--- config.mk ---
export PLATFORM = sky130hd
export DESIGN_NAME = regfile_wb_sched_flat
export DESIGN_NICKNAME = d
export VERILOG_FILES = /design/src/rtl/regfile_wb_sched_pkg.sv /design/src/rtl/regfile_wb_sched_if.sv /design/src/rtl/regfile_wb_sched_scoreboard.sv /design/src/rtl/regfile_wb_sched.sv /design/src/flat_wrapper.sv
export SDC_FILE = /design/constraint.sdc
export NUM_CORES = 1
export LEC_CHECK = 0
export CAP_MARGIN = 10
export CORE_MARGIN = 8
export CORE_UTILIZATION = 30
export CTS_CLUSTER_DIAMETER = 120
export DETAILED_ROUTE_END_ITERATION = 7
export GPL_TIMING_DRIVEN = 0
export PLACE_DENSITY = 0.61
export REMOVE_ABC_BUFFERS = 1
export SKIP_CTS_REPAIR_TIMING = 1
export SLEW_MARGIN = 40
export SYNTH_ARGS = -nofsm -noshare
export SYNTH_HDL_FRONTEND = slang
export SYNTH_HIERARCHICAL = 1
export SYNTH_SLANG_ARGS = --single-unit
--- constraint.sdc ---
create_clock -name clk -period 3.2 [get_ports clk]
set_input_delay 0.48 -clock clk [delete_from_list [all_inputs] [get_ports clk]]
set_output_delay 0.48 -clock clk [all_outputs]
set_load 0.1 [all_outputs]
--- src/rtl/regfile_wb_sched_pkg.sv ---
// -----------------------------------------------------------------------------
// regfile_wb_sched_pkg
//   Shared sizing constants and types for the register-file write-back
//   scheduler, its interface and its scoreboard.
//   DW      : data width (WORD bytes of WIDTH bits)
//   NREG    : number of architectural registers
//   PC_ADDR : register index that aliases the program counter
//   CMAX    : saturation value of a per-register pending-writer counter
//   rr_e    : round-robin pointer, names the producer preferred on a tie
// -----------------------------------------------------------------------------
package regfile_wb_sched_pkg;
   localparam int WORD       = 4;
   localparam int WIDTH      = 8;
   localparam int ADDR_WIDTH = 4;
   localparam int CNT_WIDTH  = 2;
   localparam int DW         = WORD * WIDTH;
   localparam int NREG       = 1 << ADDR_WIDTH;

   typedef logic [ADDR_WIDTH-1:0] addr_t;
   typedef logic [DW-1:0]         data_t;
   typedef logic [CNT_WIDTH-1:0]  cnt_t;

   localparam addr_t PC_ADDR = addr_t'(NREG - 1);
   localparam cnt_t  CMAX    = cnt_t'((1 << CNT_WIDTH) - 1);

   typedef enum logic {
      RR_MEM = 1'b0,
      RR_ALU = 1'b1
   } rr_e;
endpackage

--- src/rtl/regfile_wb_sched_if.sv ---
// -----------------------------------------------------------------------------
// regfile_wb_sched_if
//   Bundles the producer, issue, hazard and regfile-write signals of the
//   write-back scheduler.
//   Handshake: a request transfers in a cycle where x_valid && x_ready are
//   both high at the rising edge. x_ready is combinational and may depend on
//   x_valid; a producer holds valid/addr/data stable until it sees ready.
//   slave  : the scheduler side (drives readys, hazards, regfile write)
//   master : the pipeline side (drives requests, issue and read addresses)
//   rr_state is a debug view of the arbiter's round-robin pointer.
// -----------------------------------------------------------------------------
interface regfile_wb_sched_if;
   import regfile_wb_sched_pkg::*;

   logic  alu_valid, alu_ready;
   addr_t alu_addr;
   data_t alu_data;
   logic  mem_valid, mem_ready;
   addr_t mem_addr;
   data_t mem_data;
   logic  iss_valid, iss_ready;
   addr_t iss_addr;
   addr_t rd1, rd2;
   logic  haz1, haz2;
   logic  we;
   addr_t wa;
   data_t wd;
   logic  pc_wr;
   rr_e   rr_state;

   modport slave (
      input  alu_valid, alu_addr, alu_data,
      input  mem_valid, mem_addr, mem_data,
      input  iss_valid, iss_addr, rd1, rd2,
      output alu_ready, mem_ready, iss_ready, haz1, haz2,
      output we, wa, wd, pc_wr, rr_state
   );

   modport master (
      output alu_valid, alu_addr, alu_data,
      output mem_valid, mem_addr, mem_data,
      output iss_valid, iss_addr, rd1, rd2,
      input  alu_ready, mem_ready, iss_ready, haz1, haz2,
      input  we, wa, wd, pc_wr, rr_state
   );
endinterface

--- src/rtl/regfile_wb_sched_scoreboard.sv ---
// -----------------------------------------------------------------------------
// regfile_wb_sched_scoreboard
//   One saturating pending-writer counter per register. An accepted issue
//   increments, a write-back grant (commit) decrements. Two hazard read ports.
//   clk, rst        : clock, synchronous active-high reset (clears counters)
//   iss_valid_i/addr: issue request; iss_ready_o low when counter is at CMAX
//   commit_i/addr   : write-back grant this cycle
//   rd1_i, rd2_i    : decode read addresses; haz1_o/haz2_o flag pending writers
// -----------------------------------------------------------------------------
module regfile_wb_sched_scoreboard
   import regfile_wb_sched_pkg::*;
(
   input  logic  clk,
   input  logic  rst,
   input  logic  iss_valid_i,
   input  addr_t iss_addr_i,
   output logic  iss_ready_o,
   input  logic  commit_i,
   input  addr_t commit_addr_i,
   input  addr_t rd1_i,
   input  addr_t rd2_i,
   output logic  haz1_o,
   output logic  haz2_o
);
   cnt_t cnt_q [NREG];
   cnt_t cnt_d [NREG];
   logic iss_fire;

   assign iss_ready_o = !rst && (cnt_q[iss_addr_i] != CMAX);
   assign iss_fire    = iss_valid_i && iss_ready_o;

   // Hazards read the current count, so a commit in flight still flags:
   // its data only reaches the regfile on the following cycle.
   assign haz1_o = (cnt_q[rd1_i] != '0);
   assign haz2_o = (cnt_q[rd2_i] != '0);

   always_comb begin
      for (int r = 0; r < NREG; r++) begin
         cnt_d[r] = cnt_q[r];
         if (iss_fire && iss_addr_i == addr_t'(r)) begin
            // Issue and commit to the same register cancel out.
            if (!(commit_i && commit_addr_i == addr_t'(r)))
               cnt_d[r] = cnt_q[r] + cnt_t'(1);
         end else if (commit_i && commit_addr_i == addr_t'(r) && cnt_q[r] != '0) begin
            cnt_d[r] = cnt_q[r] - cnt_t'(1);
         end
      end
   end

   always_ff @(posedge clk) begin
      if (rst) begin
         for (int r = 0; r < NREG; r++) cnt_q[r] <= '0;
      end else begin
         cnt_q <= cnt_d;
         // A write-back to a register nobody issued is a producer bug.
         if (commit_i) assert (cnt_q[commit_addr_i] != '0);
      end
   end
endmodule

--- src/rtl/regfile_wb_sched.sv ---
// -----------------------------------------------------------------------------
// regfile_wb_sched
//   Write-back scheduler: round-robin arbitration of the single regfile write
//   port between the ALU and load producers, registered we/wa/wd, PC-write
//   decode, and a pending-writer scoreboard for RAW hazard detection.
//   clk : clock, all state on posedge
//   rst : synchronous active-high reset
//   bus : regfile_wb_sched_if.slave (requests, issue, hazards, regfile write)
// -----------------------------------------------------------------------------
module regfile_wb_sched
   import regfile_wb_sched_pkg::*;
(
   input  logic               clk,
   input  logic               rst,
   regfile_wb_sched_if.slave  bus
);
   rr_e   rr_q, rr_d;
   logic  gnt_alu, gnt_mem, commit;
   addr_t commit_addr;
   data_t commit_data;
   logic  we_q, pc_wr_q;
   addr_t wa_q;
   data_t wd_q;

   // Arbiter: a lone request wins outright; on a tie the pointer decides and
   // then flips, so the pointer only moves on contended grants.
   always_comb begin
      gnt_alu = 1'b0;
      gnt_mem = 1'b0;
      rr_d    = rr_q;
      if (!rst) begin
         if (bus.alu_valid && bus.mem_valid) begin
            if (rr_q == RR_ALU) begin
               gnt_alu = 1'b1;
               rr_d    = RR_MEM;
            end else begin
               gnt_mem = 1'b1;
               rr_d    = RR_ALU;
            end
         end else begin
            gnt_alu = bus.alu_valid;
            gnt_mem = bus.mem_valid;
         end
      end
   end

   assign commit      = gnt_alu || gnt_mem;
   assign commit_addr = gnt_alu ? bus.alu_addr : bus.mem_addr;
   assign commit_data = gnt_alu ? bus.alu_data : bus.mem_data;

   always_ff @(posedge clk) begin
      if (rst) begin
         rr_q    <= RR_MEM;
         we_q    <= 1'b0;
         wa_q    <= '0;
         wd_q    <= '0;
         pc_wr_q <= 1'b0;
      end else begin
         rr_q    <= rr_d;
         we_q    <= commit;
         pc_wr_q <= commit && (commit_addr == PC_ADDR);
         // Address/data hold on idle cycles; only we drops.
         if (commit) begin
            wa_q <= commit_addr;
            wd_q <= commit_data;
         end
      end
   end

   assign bus.alu_ready = gnt_alu;
   assign bus.mem_ready = gnt_mem;
   assign bus.we        = we_q;
   assign bus.wa        = wa_q;
   assign bus.wd        = wd_q;
   assign bus.pc_wr     = pc_wr_q;
   assign bus.rr_state  = rr_q;

   regfile_wb_sched_scoreboard u_scoreboard (
      .clk           (clk),
      .rst           (rst),
      .iss_valid_i   (bus.iss_valid),
      .iss_addr_i    (bus.iss_addr),
      .iss_ready_o   (bus.iss_ready),
      .commit_i      (commit),
      .commit_addr_i (commit_addr),
      .rd1_i         (bus.rd1),
      .rd2_i         (bus.rd2),
      .haz1_o        (bus.haz1),
      .haz2_o        (bus.haz2)
   );
endmodule

--- src/flat_wrapper.sv ---
// flat-port wrapper written by rule: the top's interface ports become plain ports
module regfile_wb_sched_flat import regfile_wb_sched_pkg::*;
  (clk, rst, bus_alu_valid, bus_alu_addr, bus_alu_data, bus_mem_valid, bus_mem_addr, bus_mem_data, bus_iss_valid, bus_iss_addr, bus_rd1, bus_rd2, bus_alu_ready, bus_mem_ready, bus_iss_ready, bus_haz1, bus_haz2, bus_we, bus_wa, bus_wd, bus_pc_wr, bus_rr_state);
  regfile_wb_sched_if bus_i ();
  input  logic clk;
  input  logic rst;
  input wire logic [$bits(bus_i.alu_valid)-1:0] bus_alu_valid;
  input wire logic [$bits(bus_i.alu_addr)-1:0] bus_alu_addr;
  input wire logic [$bits(bus_i.alu_data)-1:0] bus_alu_data;
  input wire logic [$bits(bus_i.mem_valid)-1:0] bus_mem_valid;
  input wire logic [$bits(bus_i.mem_addr)-1:0] bus_mem_addr;
  input wire logic [$bits(bus_i.mem_data)-1:0] bus_mem_data;
  input wire logic [$bits(bus_i.iss_valid)-1:0] bus_iss_valid;
  input wire logic [$bits(bus_i.iss_addr)-1:0] bus_iss_addr;
  input wire logic [$bits(bus_i.rd1)-1:0] bus_rd1;
  input wire logic [$bits(bus_i.rd2)-1:0] bus_rd2;
  output wire logic [$bits(bus_i.alu_ready)-1:0] bus_alu_ready;
  output wire logic [$bits(bus_i.mem_ready)-1:0] bus_mem_ready;
  output wire logic [$bits(bus_i.iss_ready)-1:0] bus_iss_ready;
  output wire logic [$bits(bus_i.haz1)-1:0] bus_haz1;
  output wire logic [$bits(bus_i.haz2)-1:0] bus_haz2;
  output wire logic [$bits(bus_i.we)-1:0] bus_we;
  output wire logic [$bits(bus_i.wa)-1:0] bus_wa;
  output wire logic [$bits(bus_i.wd)-1:0] bus_wd;
  output wire logic [$bits(bus_i.pc_wr)-1:0] bus_pc_wr;
  output wire logic [$bits(bus_i.rr_state)-1:0] bus_rr_state;
  assign bus_i.alu_valid = bus_alu_valid;
  assign bus_i.alu_addr = bus_alu_addr;
  assign bus_i.alu_data = bus_alu_data;
  assign bus_i.mem_valid = bus_mem_valid;
  assign bus_i.mem_addr = bus_mem_addr;
  assign bus_i.mem_data = bus_mem_data;
  assign bus_i.iss_valid = bus_iss_valid;
  assign bus_i.iss_addr = bus_iss_addr;
  assign bus_i.rd1 = bus_rd1;
  assign bus_i.rd2 = bus_rd2;
  assign bus_alu_ready = bus_i.alu_ready;
  assign bus_mem_ready = bus_i.mem_ready;
  assign bus_iss_ready = bus_i.iss_ready;
  assign bus_haz1 = bus_i.haz1;
  assign bus_haz2 = bus_i.haz2;
  assign bus_we = bus_i.we;
  assign bus_wa = bus_i.wa;
  assign bus_wd = bus_i.wd;
  assign bus_pc_wr = bus_i.pc_wr;
  assign bus_rr_state = bus_i.rr_state;
  regfile_wb_sched u_core (.clk(clk), .rst(rst), .bus(bus_i));
endmodule
==> impl_metrics.env, run 1 <==
export IMPL_status="finished clean"
export IMPL_cts_sinks=71
export IMPL_drive_gt1_frac=0.256
export IMPL_min_period_over_period=0.960
export IMPL_synth_top_flop_cell="dfxtp_1"
export IMPL_grt_use_total=0.149
export IMPL_dpl_hpwl_mm=10.7
export IMPL_wire_per_inst_um=17.6
export IMPL_clkTransAtPathRegs_ns=0.06
export IMPL_clockRootBuffer="clkbuf_16"
export IMPL_powerDensity_nw_per_um2=435
export IMPL_ys_types=52
export IMPL_leakage_nw=2.23
export IMPL_max_slew_margin=0.509
export IMPL_ys_ff_latch=71
export IMPL_htree_levels=3
export IMPL_initial_utilization=0.305
export IMPL_cts_buffer_depth=2
export IMPL_worstMarginPinSlew_ns=0.735
export IMPL_synth_area_leaders="dfxtp_1, mux4_2, nand2_1, a311oi_1, nor2_1"
export IMPL_finalClockSkew_ns=0.00701
export IMPL_syn_to_final_growth_pct=36.3
export IMPL_design_area_um2=6000
export IMPL_drv_cap=0
export IMPL_cp_end_kind="output port"
export IMPL_synth_avg_cell_area_um2=9.13
export IMPL_cts_tree="built"
export IMPL_cp_cell_sequence="clkdlybuf4s50_1 > mux4_2 > mux4_2 > inv_1 > buf_2"
export IMPL_setup_slack_ns=0.128
export IMPL_grt_pass1_wl_mm=21.9
export IMPL_netlist_instances=482
export IMPL_grt_max_degree=61
export IMPL_seq_area_frac_synth=0.323
export IMPL_dieArea_um2=18800
export IMPL_antenna_found_initial=1
export IMPL_setup_viol=0
export IMPL_insertion_delay_ns=0.34
export IMPL_startpoint="bus_rd1[3]"
export IMPL_drt_iter0_drc=184
export IMPL_slew_violations=0
export IMPL_numCtsBuffers=9
export IMPL_grt_pass1_vias=4200
export IMPL_yosysWarnings=6
export IMPL_dr_pass1_iters=4
export IMPL_ir_worst_vdd_mv=0.206
export IMPL_synth_area_um2=4400
export IMPL_synthArstFlopShare=0
export IMPL_fp_coreArea_um2=14400
export IMPL_pre_cts_ws_ns=-0.867
export IMPL_place_area_um2=5530
export IMPL_path_max_fanout=4
export IMPL_fmax_mhz=326
export IMPL_die_y_um=137
export IMPL_drc=0
export IMPL_routed_wl_mm=14.2
export IMPL_yosysTopAreaCell="dfxtp_1"
export IMPL_hold_start="u_core/bus.wa[0]$_SDFFE_PP0P_"
export IMPL_place_congestion=0.813
export IMPL_via_count=4271
export IMPL_viasPerCell=5.29
export IMPL_start_kind="primary input"
export IMPL_hold_viol=0
export IMPL_critPathKind="in -> out"
export IMPL_crit_arrival_ns=2.59
export IMPL_period_needed_ns=3.07
export IMPL_rr_startpoint="u_core/bus.rr_state$_SDFFE_PP0N_"
export IMPL_worstPathRequired_ns=2.72
export IMPL_grt_overflow_total=0
export IMPL_hold_class="reg -> reg"
export IMPL_grt_setup_unrepaired="no"
export IMPL_synth_edf_count=0
export IMPL_postRouteAntennaNets=0
export IMPL_finalSetupTns_ns=0
export IMPL_worst_path_largest_cell_delay_ns=0.62
export IMPL_io_buffers=132
export IMPL_yosys_area_top_type_share=0.323
export IMPL_rows=44
export IMPL_die_x_um=137
export IMPL_r2r_slack_ns=0.39
export IMPL_critPathSlowestCell="clkdlybuf4s50_1"
export IMPL_fin_nets=706
export IMPL_io_pins=133
export IMPL_critPathMostFrequentCell="mux4_2"
[through the flow]
stage | total power, W | hold WS, ns | utilization | std cells
after detailed placement | 0.00164 | 0.468 | 0.384 | 774
final | 0.00261 | 0.477 | 0.416 | 807
after global placement | 0.00167 | 0.462 | 0.396 | 770
after CTS | 0.00264 | 0.483 | 0.404 | 790
after global routing | 0.00273 | 0.500 | 0.416 | 807
after floorplan | 0.00141 | 0.479 | - | 454
[logic make-up after synthesis]
logic type / after synthesis / synth area share
simple gates: 229 / 0.265
flops: 71 / 0.323
mux: 28 / 0.117
buf+inv: 36 / 0.0637
xor+xnor: 16 / 0.0318
compound gates: 102 / 0.199
[area by class of cell]
| type | count | area (µm²) |
|---|---|---|
| Sequential cell | 71 | 1420 |
| Tap cell | 184 | 230 |
| Antenna cell | 1 | 2.50 |
| Clock buffer | 10 | 239 |
| Inverter | 8 | 40.0 |
| Fill cell | 1483 | 8430 |
| Timing Repair Buffer | 152 | 1270 |
| Clock inverter | 6 | 50.0 |
| Multi-Input combinational cell | 375 | 2750 |
[critical path: cells and delay by family]
family	cells	cell delay, ns
buffers and inverters	3	1.09
muxes	2	1.00
[cells in the final DEF, fill, tap and decap left out, types with 3 or more instances in the layout]
cell and count:
inv_6 3, buf_4 17, xnor2_1 15, nand3_1 3, nand3_2 3, nor3b_1 4
a21oi_4 8, clkbuf_16 9, a221oi_2 8, dfxtp_1 71, buf_2 43, o21ai_0 7
mux4_1 3, nor3_1 16, nor2b_1 3, a21oi_2 7, nor2_1 48, mux4_2 15
inv_1 6, buf_6 3, nor4_1 17, nand3b_1 9, or3b_2 15, nand2_2 3
clkdlybuf4s50_1 84, a21oi_1 31, mux2i_1 8, nand2_1 87, nor2_2 3, a311oi_1 26
a221oi_1 7
[registers in the layout, indices dropped and copies added, names as in the netlist]
register and cells:
u_core/bus.pc_wr 1, u_core/bus.rr_state 1, u_core/bus.wa 4, u_core/bus.wd 32, u_core/bus.we 1, u_core/u_scoreboard/cnt_q 32
[worst paths after layout]
path	to	depth (start not counted)
setup / recovery	bus_haz1	5
hold reg to reg	u_core/bus.wa[0]$_SDFFE_PP0P_	2
setup reg to reg	u_core/u_scoreboard/cnt_q[28]$_SDFFE_PP0P_	10
hold / removal	u_core/bus.wa[0]$_SDFFE_PP0P_	2
[synthesized netlist by cell type, drive strengths merged, types with 2 or more instances]
cell type / count
xnor2: 15
nor3: 16
dfxtp: 71
nor2: 52
clkbuf: 9
inv: 8
a22oi: 2
nand3b: 9
a221oi: 15
a211oi: 3
nand2b: 2
nor4: 17
buf: 19
a311oi: 26
o21ai: 7
nor3b: 5
nor2b: 5
and2: 2
mux4: 18
or3b: 15
and3b: 2
and4b: 2
mux2i: 10
a21oi: 46
nand2: 90
nand3: 8
[power by group]
part | internal [W] | switching (W)
combinational | 0.000203 | 0.000481
sequential | 0.000925 | 0.0000232
clock | 0.000555 | 0.000422
total | 0.00168 | 0.000926
[metal layers]
layer	global-route usage	wire (µm)
met5	0	0
met4	0.0422	152
met3	0.0753	1710
met2	0.225	6270
met1	0.181	6040
(Power assumes the default switching activity.)
==> run 2, diff against run 1 <==
ABC_AREA = 1   (was default)
==> run 2 against run 1 <==
- clock power up 4%
- clock skew about the same
- critical endpoint is now u_core/u_scoreboard/cnt_q[0]$_SDFFE_PP0P_
- routed wire length up 11%
- cell count up 41%
==> impl_metrics.env, run 2 <==
export IMPL_place_area_um2=5900
export IMPL_min_period_over_period=0.930
export IMPL_netlist_instances=813
export IMPL_place_congestion=0.867
export IMPL_fp_coreArea_um2=15300
export IMPL_fmax_mhz=336
export IMPL_period_needed_ns=2.98
export IMPL_yosysTopAreaCell="dfxtp_1"
export IMPL_layout_commonest_cell="nand2_1"
export IMPL_hold_viol=0
export IMPL_ys_ff_latch=71
export IMPL_synth_area_um2=4690
export IMPL_grt_pass1_wl_mm=25.0
export IMPL_whs_ns=0.446
export IMPL_wire_per_inst_um=13.7
export IMPL_diodes=0
export IMPL_worstMarginPinSlew_ns=0.763
export IMPL_drc=0
export IMPL_synth_common_cells="nand2_1, nor2_1, inv_1, nand3_1, dfxtp_1"
export IMPL_drt_iter0_drc=247
export IMPL_p_total_w=0.00274
export IMPL_grt_max_degree=56
export IMPL_rows=45
export IMPL_setup_viol=0
export IMPL_layout_common_cells="nand2_1, nor2_1, inv_1"
export IMPL_max_slew_margin=0.491
export IMPL_synth_most_common_cell="nand2_1"
export IMPL_synth_top_flop_cell="dfxtp_1"
export IMPL_cts_buffer_depth=2
export IMPL_drive_gt1_frac=0.0969
export IMPL_setup_slack_ns=0.223
export IMPL_path_max_fanout=55
export IMPL_synth_edf_count=0
export IMPL_clkTransAtPathRegs_ns=0.06
export IMPL_ys_types=32
export IMPL_grt_pass1_vias=5050
export IMPL_initial_utilization=0.307
export IMPL_pre_cts_ws_ns=-0.701
export IMPL_io_pins=133
export IMPL_numCtsBuffers=9
export IMPL_design_area_um2=6210
export IMPL_crit_arrival_ns=3.21
export IMPL_routed_wl_mm=15.7
export IMPL_dpl_hpwl_mm=11.7
export IMPL_viasPerCell=4.67
export IMPL_seq_area_frac_synth=0.303
export IMPL_finalSetupTns_ns=0
export IMPL_die_x_um=141
export IMPL_grt_setup_unrepaired="no"
export IMPL_yosys_area_top_type_share=0.303
export IMPL_cts_sinks=71
export IMPL_postRouteAntennaNets=0
export IMPL_insertion_delay_ns=0.34
export IMPL_hold_class="in -> reg"
export IMPL_grt_overflow_total=0
export IMPL_worstPathRequired_ns=3.44
export IMPL_leakage_nw=2.88
export IMPL_cts_tree="built"
export IMPL_dieArea_um2=19900
export IMPL_via_count=5324
export IMPL_yosysWarnings=6
export IMPL_antenna_found_initial=0
export IMPL_die_y_um=141
export IMPL_critPathKind="in -> reg"
export IMPL_drv_cap=0
export IMPL_htree_levels=3
export IMPL_clockRootBuffer="clkbuf_16"
export IMPL_synth_avg_cell_area_um2=5.76
export IMPL_synthArstFlopShare=0
export IMPL_finalClockSkew_ns=0.00751
export IMPL_grt_use_total=0.157
export IMPL_io_buffers=132
export IMPL_powerDensity_nw_per_um2=441
export IMPL_start_kind="primary input"
export IMPL_syn_to_final_growth_pct=32.5
export IMPL_fin_nets=1015
export IMPL_status="finished clean"
export IMPL_slew_violations=0
export IMPL_ir_worst_vdd_mv=0.220
export IMPL_cp_end_kind="flip-flop"
export IMPL_dr_pass1_iters=5
export IMPL_synth_area_leaders="dfxtp_1, nand2_1, nor2_1, nand3_1, inv_1"
==> run 2: changes by cell type in the layout (fill, tap and decap cells not counted), sizes merged, moves of 26 or more <==
cell / previous run / this run
nand2: 90 / 241
nor2: 52 / 161
o21ai: 7 / 41
a311oi: 26 / 0
inv: 11 / 100
nand3: 8 / 90
==> run 2: cell type report <==
type	count	area (µm²)
sequential	71	1420
fill	1677	9050
clock buffer	11	253
clock inverter	3	43.8
tap	211	264
inverter	100	380
timing repair buffer	133	1110
multi-input combinational	611	2730
==> run 2: through the flow <==
| step | instances | util |
|---|---|---|
| final | 1140 | 0.407 |
| after global routing | 1140 | 0.407 |
| after CTS | 1139 | 0.406 |
| after detailed placement | 1125 | 0.387 |
| after global placement | 1124 | 0.400 |
| after floorplan | 781 | - |
==> run 2: metal layers <==
| layer | vias up | share of wire | GRT usage |
|---|---|---|---|
| li1 | 2795 | - | - |
| met1 | 2329 | 0.46 | 0.196 |
| met2 | 188 | 0.41 | 0.236 |
| met3 | 12 | 0.11 | 0.0743 |
| met4 | 0 | 0.013 | 0.0469 |
| met5 | - | 0 | 0 |
==> run 2: critical path, cell delays in order <==
cell and delay [ns]:
clkdlybuf4s50_1 0.58, o21ai_2 0.27, inv_4 0.49, inv_1 0.17
nor3_1 0.42, inv_1 0.13, nor2_1 0.19, inv_1 0.09
nor2_1 0.09, nand2_1 0.07, a21oi_1 0.15, nor2_1 0.06
==> run 2: worst paths after layout <==
| kind | start | endpoint | slack (ns) | depth (start not counted) |
|---|---|---|---|---|
| worst max-delay path | bus_alu_valid | u_core/u_scoreboard/cnt_q[0]$_SDFFE_PP0P_ | 0.22 | 12 |
| worst min-delay path | rst | u_core/u_scoreboard/cnt_q[12]$_SDFFE_PP0P_ | 0.45 | 2 |
| worst max register to register | u_core/bus.rr_state$_SDFFE_PP0N_ | u_core/u_scoreboard/cnt_q[0]$_SDFFE_PP0P_ | 0.72 | 14 |
| worst min register to register | u_core/bus.wa[0]$_SDFFE_PP0P_ | u_core/bus.wa[0]$_SDFFE_PP0P_ | 0.48 | 2 |
==> run 2: cells by family (layout without fill, tap and decap cells) <==
family	count (synthesis)	count (layout)	synth area share
AOI/OAI and AO/OA	98	98	0.119
DFF	71	71	0.303
buffers and inverters	132	247	0.116
and+or+nand+nor	512	513	0.461
==> run 2: where the power goes <==
| part | internal, W | total [W] | switching [W] |
|---|---|---|---|
| logic | 0.000199 | 0.000767 | 0.000568 |
| registers | 0.000929 | 0.000953 | 0.0000242 |
| clock network | 0.000637 | 0.00102 | 0.000383 |
==> patch: new RTL, settings of run 2 <==
Change the package constant `CNT_WIDTH` from 2 to 3.
--- a/src/rtl/regfile_wb_sched_pkg.sv
+++ b/src/rtl/regfile_wb_sched_pkg.sv
@@ -14,3 +14,3 @@
    localparam int ADDR_WIDTH = 4;
-   localparam int CNT_WIDTH  = 2;
+   localparam int CNT_WIDTH  = 3;
    localparam int DW         = WORD * WIDTH;
Check against the original RTL: not equivalent (a bounded check fails within 4 cycles, from zero or initial values and one cycle with rst high).
==> patch against run 2 <==
  * Non-clock buffer count is 12 higher
  * Utilization shrank 2.0 points
  * Sequential cell count grew 16
  * Fmax down 0.41%
  * Design area grew 26%
  * Via count increased by 23%
  * Cell count increased by 26%
  * Combinational power rose by 11%
  * Worst setup slack worse by 0.012 ns
  * Power rose by 13%
  * Critical path depth down 5
  * Wire length grew 21%
  * Area after synthesis up 31%
  * Critical path type is now in2out
  * Highest routed layer unchanged
==> patch: results (changes against run 2) <==
H-Tree Level Count=3 (unchanged); R2R setup slack=0.60 ns (-0.12 ns); post-synthesis sequential area ratio=28.37% (-2.0 points); CTS buffer count=9 (unchanged); Root Driver=clkbuf_16; final setup vio count=0 (unchanged); Yosys warnings=6 (unchanged); placed cell area=0.007397 sq mm (+25%); Wirelength per Cell=13.23 um (-3.7%); detailed-placement wirelength estimate=13960 um (+20%); cell count after synthesis=1036 (+27%); top post-synthesis cells by area=dfxtp_1 (28%), nand2_1 (21%), nor2_1 (11%); # diodes=0 (unchanged); Global Route Usage Sum=14.83% (-0.89 points); reg2reg path depth=15 (+1); share of layout cells above drive strength 1=9.388% (-0.30 points); reg-to-reg endpoint=u_core/u_scoreboard/cnt_q[8]$_SDFFE_PP0P_; gr ovfl total=0 (unchanged); Post-Route Skew=0.007365 ns (-0.0001427 ns); Placer Congestion=0.8273 (-4.6%); HP Class=in2reg; fill cell count=2253 (+34%); post-synth cell types=33 (+3.1%); Largest register FFs=48; VDD IR-drop max=0.2974 mV (+35%); CP Launch Point=bus_rd1[0]; pin count of the biggest net entering global routing=58 (+3.6%); outcome=finished clean; Async SR Flop Fraction=0% (unchanged); Antenna Nets Post-Route=0 (unchanged); Worst-Skew Late Latency=0.36 ns (+0.02 ns); Worst Tran Pin Value=0.8133 ns (+0.05000 ns); non-filler instance count after layout=1431 (+26%); Synth top cells by count=nand2_1 (344), nor2_1 (181), inv_1 (136); number of global-route vias before repair=5937 (+18%); initial antenna violation count=0 (unchanged); NumNets Final=1261 (+24%); worst path arrival time=2.51 ns (-0.70 ns); worst r2r src=u_core/bus.rr_state$_SDFFE_PP0N_; DR vias/cell=4.572 (-2.1%); leakage dissipation=3.618 nW (+26%); Synth Flop Type=dfxtp_1; first-pass GRT wire length=30770 um (+23%); initial drt markers=339 (+37%); Reg clk slew, reported paths=0.07 ns; Setup crit end=bus_haz1; CP max FO=9 (-84%)
patch: cell count changes after synthesis, moves of 16 or more:
cell | run 2 | this run
fa_1 | 0 | 16
nand3_1 | 80 | 55
inv_1 | 94 | 136
nor3_1 | 4 | 31
dfxtp_1 | 71 | 87
nand2_1 | 239 | 344
nor2_1 | 157 | 181
patch: kinds of logic (layout without fill, tap and decap cells):
kind of cell | after synthesis | count (layout) | share of synthesized area [%]
buffers and inverters | 183 | 308 | 12.21
AO/OA/AOI/OAI | 108 | 108 | 9.682
multiplexers | 3 | 3 | 0.4892
flip-flops | 87 | 87 | 28.37
adder cells (fa/ha/maj) | 16 | 16 | 5.218
AND/OR/NAND/NOR | 639 | 639 | 44.03
patch: worst min-delay path by stage:
stage                                                     from                                          to  slack [ns]  depth (start not counted)
finish                                                     rst  u_core/u_scoreboard/cnt_q[10]$_SDFFE_PP0P_        0.44                          2
global route                                               rst   u_core/u_scoreboard/cnt_q[7]$_SDFFE_PP0P_        0.44                          2
CTS                                                        rst  u_core/u_scoreboard/cnt_q[10]$_SDFFE_PP0P_        0.42                          2
floorplan           u_core/u_scoreboard/cnt_q[22]$_SDFFE_PP0P_  u_core/u_scoreboard/cnt_q[22]$_SDFFE_PP0P_        0.48                          2
global placement                 u_core/bus.wa[0]$_SDFFE_PP0P_               u_core/bus.wa[0]$_SDFFE_PP0P_        0.46                          2
detailed placement              u_core/bus.wd[31]$_SDFFE_PP0P_              u_core/bus.wd[31]$_SDFFE_PP0P_        0.47                          2
patch: stage by stage:
step / TNS [ns] / util, % / hold WS, ns / setup WS, ns
global placement: -206.68 / 37.69 / 0.4618 / -3.768
finish: 0 / 38.74 / 0.4368 / 0.2107
floorplan: -0.2760 / - / 0.4781 / -0.2760
global route: 0 / 38.74 / 0.4447 / 0.03029
detailed placement: -39.68 / 36.67 / 0.4685 / -1.063
CTS: -22.16 / 38.15 / 0.4246 / -0.8557
patch: cell type report:
cell class / count / area share [%]
clock buffers: 10 / 3.058
clock inverters: 6 / 0.7366
inverters: 147 / 7.366
multi-input cells: 766 / 46.89
flip-flops and latches: 87 / 22.29
well taps: 270 / 4.323
repair buffers: 145 / 15.34
patch: routing by layer:
metal,vias to the layer above,track usage [%],share of wire (%)
met2,230,21.62,41
met5,-,0,0
met4,0,3.473,0.79
li1,3438,-,-
met1,2864,19.41,48
met3,10,6.954,10
patch: worst max-delay path, stage by stage:
cell and delay [ns]:
clkdlybuf4s50_1 0.58, inv_1 0.29, mux2i_1 0.23, a21oi_1 0.08, a221oi_1 0.26, a31o_2 0.15
buf_2 0.42
patch: power by group:
part	switching (mW)	internal, mW	total [mW]
combinational	0.628	0.226	0.855
clock	0.512	0.570	1.08
sequential	0.0339	1.13	1.17
total	1.17	1.93	3.10
